--- src/rtl/snow_pkg.sv ---
// Shared types, constants and helpers for the snow fall engine.
// Latency: n/a (declarations only).
// Backpressure: n/a. Build option SNOW_WIND_EN is consumed by snow_fall_engine.
package snow_pkg;

  localparam int LAYERS = 3;
  localparam int CORDW  = 8;

  localparam logic [15:0] DEF_TAPS = 16'b1101000000001000;
  localparam logic [15:0] DEF_SEED = 16'hACE1;

  typedef enum logic [1:0] {IDLE, RD, WR, SPAWN} state_t;

  // Horizontal source offset applied to the read column of the shift phase
  typedef enum logic [1:0] {DRIFT_NONE = 2'b00, DRIFT_L = 2'b01, DRIFT_R = 2'b10} drift_t;

  function automatic logic [CORDW-1:0] src_x(input logic [CORDW-1:0] x, input drift_t d);
    case (d)
      DRIFT_L: return x - 8'd1;
      DRIFT_R: return x + 8'd1;
      default: return x;
    endcase
  endfunction

  // Layer k steps when the frame counter is a multiple of 2^k
  function automatic logic [LAYERS-1:0] step_mask_for(input logic [1:0] fcnt);
    return {fcnt == 2'd0, fcnt[0] == 1'b0, 1'b1};
  endfunction

endpackage

--- src/rtl/snow_lfsr.sv ---
// 16-bit Galois LFSR (right shift, feedback XORed in when the output bit is 1).
// Latency: one step per cycle with en high; value is the current register.
// Backpressure: none; en simply holds the state.
module snow_lfsr
  import snow_pkg::*;
#(
  parameter logic [15:0] SEED = DEF_SEED,
  parameter logic [15:0] TAPS = DEF_TAPS
) (
  input  logic        clk_pix,
  input  logic        rst_pix_n,
  input  logic        en,
  output logic [15:0] value
);

  // Advance one Galois step per enabled cycle; reset loads the seed
  always_ff @(posedge clk_pix or negedge rst_pix_n) begin
    if (!rst_pix_n) begin
      value <= SEED;
    end else if (en) begin
      value <= (value >> 1) ^ (value[0] ? TAPS : 16'h0000);
    end
  end

endmodule

--- src/rtl/snow_fall_engine.sv ---
// Per-frame snow animation: shifts the selected layers down one row, then spawns row 0 from an LFSR.
// Latency: 130816 cycles per pass (first RD to last SPAWN); done pulses on the last write.
// Backpressure: none; frame_start while busy is dropped and flagged in sticky overrun. Option: SNOW_WIND_EN.
module snow_fall_engine
  import snow_pkg::*;
#(
  parameter logic [7:0]  DENSITY = 8'd24,
  parameter logic [15:0] SEED    = DEF_SEED,
  parameter logic [15:0] TAPS    = DEF_TAPS
) (
  input  logic              clk_pix,
  input  logic              rst_pix_n,
  input  logic              enable,
  input  logic              frame_start,
  input  logic              wind_l,
  input  logic              wind_r,
  output logic [15:0]       mem_addr,
  output logic              mem_we,
  output logic [LAYERS-1:0] mem_wmask,
  output logic [LAYERS-1:0] mem_wdata,
  input  logic [LAYERS-1:0] mem_rdata,
  output logic              busy,
  output logic              done,
  output logic              overrun
);

  state_t            state;
  logic [CORDW-1:0]  x;
  logic [CORDW-1:0]  y;
  logic [1:0]        fcnt;
  logic [LAYERS-1:0] step_mask;
  drift_t            drift;
  drift_t            drift_in;
  logic [15:0]       lfsr;
  logic              spawn_bit;
  logic              start;
  logic              unused_lfsr;

  assign start = frame_start && enable;

`ifdef SNOW_WIND_EN
  // Both wind inputs set cancel out to no drift
  assign drift_in = (wind_l && !wind_r) ? DRIFT_L :
                    (wind_r && !wind_l) ? DRIFT_R : DRIFT_NONE;
`else
  logic unused_wind;
  assign drift_in    = DRIFT_NONE;
  assign unused_wind = wind_l ^ wind_r;
`endif

  snow_lfsr #(.SEED(SEED), .TAPS(TAPS)) u_lfsr (
    .clk_pix   (clk_pix),
    .rst_pix_n (rst_pix_n),
    .en        (state == SPAWN),
    .value     (lfsr)
  );

  assign spawn_bit   = lfsr[7:0] < DENSITY;
  assign unused_lfsr = ^lfsr[15:8];

  // Write data selected by the registered state: read data lands from the RAM in the
  // WR cycle itself, so it is forwarded straight through rather than re-registered.
  always_comb begin
    mem_wdata = '0;
    case (state)
      WR:      mem_wdata = mem_rdata;
      SPAWN:   mem_wdata = {LAYERS{spawn_bit}};
      default: mem_wdata = '0;
    endcase
  end

  // Pass sequencer: outputs are loaded together with the state they belong to
  always_ff @(posedge clk_pix or negedge rst_pix_n) begin
    if (!rst_pix_n) begin
      state     <= IDLE;
      x         <= '0;
      y         <= '0;
      fcnt      <= '0;
      step_mask <= '0;
      drift     <= DRIFT_NONE;
      mem_addr  <= '0;
      mem_we    <= 1'b0;
      mem_wmask <= '0;
      busy      <= 1'b0;
      done      <= 1'b0;
      overrun   <= 1'b0;
    end else begin
      done <= 1'b0;
      if (start && state != IDLE) overrun <= 1'b1;
      case (state)
        IDLE: begin
          mem_we    <= 1'b0;
          mem_wmask <= '0;
          if (start) begin
            step_mask <= step_mask_for(fcnt);
            fcnt      <= fcnt + 2'd1;
            drift     <= drift_in;
            x         <= '0;
            y         <= 8'd255;
            busy      <= 1'b1;
            mem_addr  <= {8'd254, src_x(8'd0, drift_in)};
            state     <= RD;
          end
        end
        RD: begin
          state     <= WR;
          mem_addr  <= {y, x};
          mem_we    <= 1'b1;
          mem_wmask <= step_mask;
        end
        WR: begin
          if (x == 8'd255 && y == 8'd1) begin
            state     <= SPAWN;
            x         <= '0;
            mem_addr  <= '0;
            mem_we    <= 1'b1;
            mem_wmask <= step_mask;
          end else begin
            state     <= RD;
            mem_we    <= 1'b0;
            mem_wmask <= '0;
            if (x == 8'd255) begin
              x        <= '0;
              y        <= y - 8'd1;
              mem_addr <= {y - 8'd2, src_x(8'd0, drift)};
            end else begin
              x        <= x + 8'd1;
              mem_addr <= {y - 8'd1, src_x(x + 8'd1, drift)};
            end
          end
        end
        SPAWN: begin
          if (x == 8'd255) begin
            state     <= IDLE;
            x         <= '0;
            busy      <= 1'b0;
            mem_we    <= 1'b0;
            mem_wmask <= '0;
            mem_addr  <= '0;
          end else begin
            x        <= x + 8'd1;
            mem_addr <= {8'd0, x + 8'd1};
            done     <= (x == 8'd254);
          end
        end
        default: state <= IDLE;
      endcase
    end
  end

endmodule

--- config.mk ---
export PLATFORM = sky130hd
export DESIGN_NAME = snow_fall_engine
export DESIGN_NICKNAME = d
export VERILOG_FILES = /design/src/rtl/snow_pkg.sv /design/src/rtl/snow_lfsr.sv /design/src/rtl/snow_fall_engine.sv
export SDC_FILE = /design/constraint.sdc
export NUM_CORES = 1
export LEC_CHECK = 0
export ABC_AREA = 1
export BUFFER_PORTS_ARGS = -buffer_cell sky130_fd_sc_hd__buf_4
export CAP_MARGIN = 10
export CORE_MARGIN = 4
export CORE_UTILIZATION = 39
export CTS_CLUSTER_DIAMETER = 50
export DETAILED_ROUTE_END_ITERATION = 12
export SETUP_SLACK_MARGIN = 0.2
export SYNTH_ARGS = -nofsm -noshare
export SYNTH_HDL_FRONTEND = slang
export SYNTH_HIERARCHICAL = 1
export SYNTH_SLANG_ARGS = --single-unit
--- constraint.sdc ---
create_clock -name clk_pix -period 2.3 [get_ports clk_pix]
set_input_delay 0.23 -clock clk_pix [delete_from_list [all_inputs] [get_ports clk_pix]]
set_output_delay 0.23 -clock clk_pix [all_outputs]
set_load 0.02 [all_outputs]
==> Yosys cells after proc, flatten, opt, wreduce, memory -nomap -nowiden <==
Cells that the tools add are included.
{ "totals": {"regBits": 62, "out_inout_bits": 26} }
{ "op_classes": {"n_addsub": 4, "order_cmp": 1, "n_eq_ne": 10, "n_mux": 29, "bitwise_logic": 2, "n_reduce_logical": 14} }
{ "op_table": {"columns": ["cell", "count"], "rows": [
  ["16-bit two-way mux", 4],
  ["16-bit one-hot mux with 4 select lines", 1],
  ["8-bit two-way mux", 7],
  ["8-bit one-hot mux with 3 select lines", 1],
  ["8-bit == test (second input constant)", 2],
  ["8-bit one-hot mux with 2 select lines", 1],
  ["15-bit by 16-bit bitwise XOR with 16-bit output", 1],
  ["3-bit one-hot mux with 4 select lines", 1],
  ["8-bit by 1-bit adder with 8-bit output (second input constant)", 1],
  ["8-bit by 1-bit == test with 1-bit output (second input constant)", 1],
  ["8-bit by 5-bit less-than comparator with 1-bit output (second input constant)", 1],
  ["2-bit != test (second input constant)", 4],
  ["2-bit one-hot mux with 4 select lines", 1],
  ["8-bit by 1-bit subtractor with 8-bit output (second input constant)", 1],
  ["8-bit by 2-bit subtractor with 8-bit output (second input constant)", 1],
  ["2-bit two-way mux", 3],
  ["3-bit two-way mux", 2],
  ["3-bit one-hot mux with 2 select lines", 1],
  ["2-bit AND reduction", 3],
  ["2-bit nonzero test", 3],
  ["1-bit two-way mux", 5],
  ["2-bit == test (second input constant)", 2],
  ["2-bit logical NOT", 2],
  ["1-bit one-hot mux with 4 select lines", 1],
  ["8 further kinds", 10]
]} }

==> Longest topological paths before layout <==
{ "logic_depth": {"depth_word": 4, "ltp_mapped": 11} }

==> Modules after synthesis <==
The synthesis kept the hierarchy.
{ "modules_own_cells": {"columns": ["mod", "n_inst", "cells_per_inst", "area_per_inst_um2", "seq_area_each_um2"], "rows": [
  ["snow_fall_engine", 1, 348, 2665.1, 1126.1],
  ["snow_lfsr", 1, 74, 651.9, 410.4]
]} }

==> Least setup slack after synthesis <==
OpenSTA, ideal clock, no wires.
{ "synth_timing": {"kind": "register -> register", "startpoint": "register state[1]", "endpoint": "register step_mask[2]", "setup_time_ns": 0.128, "arrival_ns": 1.531, "required_ns": 2.172, "path_slack_ns": 0.641, "stages_incl_launch_ff": 7, "period_less_slack_ns": 1.659, "cell_sequence": "dfrtp_1 -> inv_1 -> ha_1 -> buf_2 -> inv_2 -> nor2_1 -> mux2_1"} }
{ "synth_via": {"elab_chain_cells": 2} }
{ "synth_lines": {"columns": ["element", "line", "rtl"], "rows": [
  ["start: declaration", "snow_fall_engine.sv:27", "state_t state;"],
  ["start signal: assignment", "snow_fall_engine.sv:75", "state <= IDLE;"],
  ["start signal: assignment", "snow_fall_engine.sv:102", "state <= RD;"],
  ["start signal: assignment", "snow_fall_engine.sv:106", "state <= WR;"],
  ["2-bit logical NOT", "snow_fall_engine.sv:90", "case (state)"],
  ["2-bit AND reduction (no source line)", null, null],
  ["end signal: assignment", "snow_fall_engine.sv:95", "step_mask <= step_mask_for(fcnt);"],
  ["end: declaration", "snow_fall_engine.sv:31", "logic [LAYERS-1:0] step_mask;"]
]} }
No other way between the ends.
A chain may end at the register's enable or synchronous reset.

==> Final worst setup path <==
{ "layout_timing": {"startpoint": "register state[0]", "endpoint": "output mem_wdata[0]"} }
{ "layout_via": {"elab_chain_cells": 2} }
{ "layout_lines": {"columns": ["element", "line", "rtl"], "rows": [
  ["2-bit == test", "snow_fall_engine.sv:65", "case (state)"],
  ["3-bit one-hot mux with 2 select lines *", "snow_fall_engine.sv:65", null],
  ["end: declaration", "snow_fall_engine.sv:20", "output logic [LAYERS-1:0] mem_wdata,"]
]} }
Every way passes the cells marked *; elsewhere a longest branch is shown, timed or not.

==> results.sh <==
export IMPL_antenna_found_initial=0
export IMPL_clockRootBuffer="clkbuf_8"
export IMPL_async_flop_share_pct=100.0
export IMPL_start_util_pct=40.17
export IMPL_wl_um=7044
export IMPL_num_io_pins=35
export IMPL_crit_fanout=6
export IMPL_whs_path_depth=3
export IMPL_fin_nets=482
export IMPL_maxCapViolations=0
export IMPL_cp_top_family="simple AND/OR/NAND/NOR gates"
export IMPL_layout_drive_gt1_share_pct=21.63
export IMPL_dp_cells=555
export IMPL_synth_area_per_cell_um2=7.860
export IMPL_crit_end="mem_wdata[0]"
export IMPL_cp_num_buf_inv=2
export IMPL_final_setup_viol_count=0
export IMPL_syn_num_nets=442
export IMPL_drt_wirelength_per_cell_um=12.31
export IMPL_dp_worst_setup_slack_ns=0.4591
export IMPL_tritoncts="yes"
export IMPL_startpoint_type="flop"
export IMPL_busiest_layer="met2"
export IMPL_rr_startpoint="y[1]"
export IMPL_fp_dieW_um=100.2
export IMPL_htreeDepth=3
export IMPL_first_iter_violations=106
export IMPL_cp_end_kind="output port"
export IMPL_synth_edff_count=0
export IMPL_postCtsSetupRepairBufs=0
export IMPL_cpMostUsedCell="nand2_1"
export IMPL_cp_data_arrival_time_ns=1.67
export IMPL_fin_crit_ns=1.902
export IMPL_rsz0062_at_grt="false"
export IMPL_n_antenna_cell=0
export IMPL_ir_worst_vdd_mv=0.3840
export IMPL_ant_nets=0
export IMPL_synthCells=422
export IMPL_drcViolationCount=0
export IMPL_fin_ws_ns=0.3978
export IMPL_seqCellArea_mm2=0.001536
export IMPL_p_per_area_mw_per_mm2=592.1
export IMPL_fin_crit_sh_pct=82.71
export IMPL_via_per_inst=4.848
export IMPL_yosysUniqueCellTypes=37
export IMPL_fin_setup_tns_ns=0
export IMPL_crit_required_ns=2.07
export IMPL_hold_viol=0
export IMPL_power_leakage_nw=1.929
export IMPL_synth_flop_cell="dfrtp_1"
export IMPL_cp_depth=6
export IMPL_worstSetupStartpoint="state[0]"
export IMPL_rows=33
export IMPL_nFillCells=827
export IMPL_dieHeight_um=100.2
export IMPL_synth_area_mm2=0.003317
export IMPL_clk_pin_slew_ns=0.06
export IMPL_use_met2_pct=26.04
export IMPL_tightest_slew_ns=0.7645
export IMPL_maxSlewHeadroom_pct=49.03
export IMPL_synth_ff_latch_count=61
export IMPL_status="finished clean"
export IMPL_grt_overflow=0
export IMPL_reg2reg_to="y[4]"
export IMPL_cpPeakStageDelay_ns=0.44
export IMPL_io_buffers=32
export IMPL_slew_violations=0
export IMPL_dr_total_vias=2773
export IMPL_ys_seq_area_share_pct=46.32
export IMPL_crit_type="reg2out"
export IMPL_hpwl_um=4910
export IMPL_grt_pass1_wl_um=12560
export IMPL_multi_input_area_mm2=0.001567
export IMPL_fin_worst_skew_ns=0.007779
export IMPL_drt_first_pass_iters=4
export IMPL_reg2reg_setup_slack_ns=0.44
export IMPL_r2r_worst_path_cells=9
export IMPL_cts_sinks=61
export IMPL_clkLatencyLatePin_ns=0.34
export IMPL_gr_usage_met1_pct=19.36
export IMPL_gp_congestion=0.8488
export IMPL_cts_max_path_buffers=2
export IMPL_dieArea_mm2=0.01004
export IMPL_grt_pass1_vias=2731
export IMPL_p_total_mw=2.337
export IMPL_fmax_ghz=0.5257
export IMPL_layout_cells_non_filler=572
export IMPL_ys_warn_count=6
export IMPL_grt_max_degree=62
export IMPL_hp_class="in2reg"
export IMPL_path_cells="ha_4 -> inv_1 -> nor4_1 -> nand2_1 -> nand2_1 -> buf_4"
export IMPL_cts_made_buffers=9
export IMPL_cp_slowest_cell="dfrtp_1"
export IMPL_track_usage_pct=15.41
export IMPL_met3_usage_pct=4.864
export IMPL_syn_to_final_growth_pct=19.01
export IMPL_coreArea_mm2=0.008258
[synth_stat cells, types with 5 or more instances]
master / n / share of area, %
a21oi_1: 18 / 2.7
dfrtp_1: 53 / 40
dfstp_2: 8 / 6.3
ha_1: 11 / 4.1
inv_1: 30 / 3.4
inv_2: 8 / 0.91
nand2_1: 156 / 18
nand2_2: 8 / 1.5
nand3_1: 25 / 3.8
nor2_1: 23 / 2.6
o21ai_0: 19 / 2.9
o21ai_1: 8 / 1.2
o21ai_2: 8 / 2.1
xor2_1: 5 / 1.3
[routing by layer]
layer  part of all wire [%]  vias up
li1                       -     1423
met1                     45     1300
met2                     49       45
met3                    5.4        5
met4                   0.51        0
met5                      0        -
[cell usage in the layout, fill, tap and decap left out, types with 2 or more instances in the layout]
cell type    n
o21ai_2      8
bufinv_16    3
nor2_2       3
nor2_4       3
nand2_1    156
o21ai_1      8
o31ai_1      2
nand4_1      3
dfrtp_1     53
nand3_2      2
inv_1       30
nor2_1      23
ha_1        10
o21ai_0     19
a21oi_1     18
a31oi_1      2
inv_2        8
dfstp_2      8
a21oi_2      2
xor2_1       5
xnor2_1      3
nand3_1     25
nand2_2      8
clkbuf_8    12
buf_4       39
or2_2        2
[what timing repair did]
item / CTS / global route
endpoints found under the hold margin: 53 / 0
hold buffers: 1 / 0
setup endpoints to repair: 0 / 3
gates resized for setup: 0 / 2
[report_power, final]
group          leakage, nW  total (mW)  switching (mW)  internal [mW]
combinational         1.10      0.0351          0.0246         0.0105
clock                0.130        1.22           0.415          0.810
sequential           0.700        1.08         0.00113           1.08
total                 1.93        2.34           0.441           1.90
[how the worst min path moves through the flow]
stage | from | end
floorplan | rst_pix_n | busy
global placement | rst_pix_n | y[5]
detailed placement | rst_pix_n | y[5]
CTS | enable | overrun
global route | enable | overrun
finish | enable | overrun
[stage by stage]
stage / hold slack [ns] / utilization, % / area, um^2
floorplan: -0.06559 / - / 3317
global placement: 0.3701 / 44.39 / 3666
detailed placement: 0.3698 / 44.39 / 3666
CTS: 0.1729 / 47.65 / 3935
global route: 0.1880 / 47.80 / 3948
finish: 0.1997 / 47.80 / 3948
[layout make-up]
cell class	count	share of cell area (%)
clock buffers	13	4.279
clock inverters	3	2.282
inverters	40	3.835
multi-input cells	310	39.68
flip-flops and latches	61	38.92
well taps	105	3.328
repair buffers	40	7.670
[logic make-up (layout without fill, tap and decap cells)]
family,count (synthesis),count (layout),share of synthesized area [%]
xor+xnor,8,8,2.112
simple gates,229,229,29.54
compound gates,61,61,10.71
buf+inv,51,96,6.827
fa+ha+maj,11,11,4.149
mux,1,1,0.3395
flops,61,61,46.32
[state kept, by name, indices dropped and copies added (netlist names), 2 cells and up]
register,cells
mem_addr,16
u_lfsr/value,16
x,8
y,8
mem_wmask,3
fcnt,2
state,2
step_mask,2
[tightest hold or removal path, cell delays in order]
cell      delay, ns
buf_4          0.11
nand2_1        0.09
o21bai_1       0.07
No activity file was read; power rests on OpenSTA's default activity.
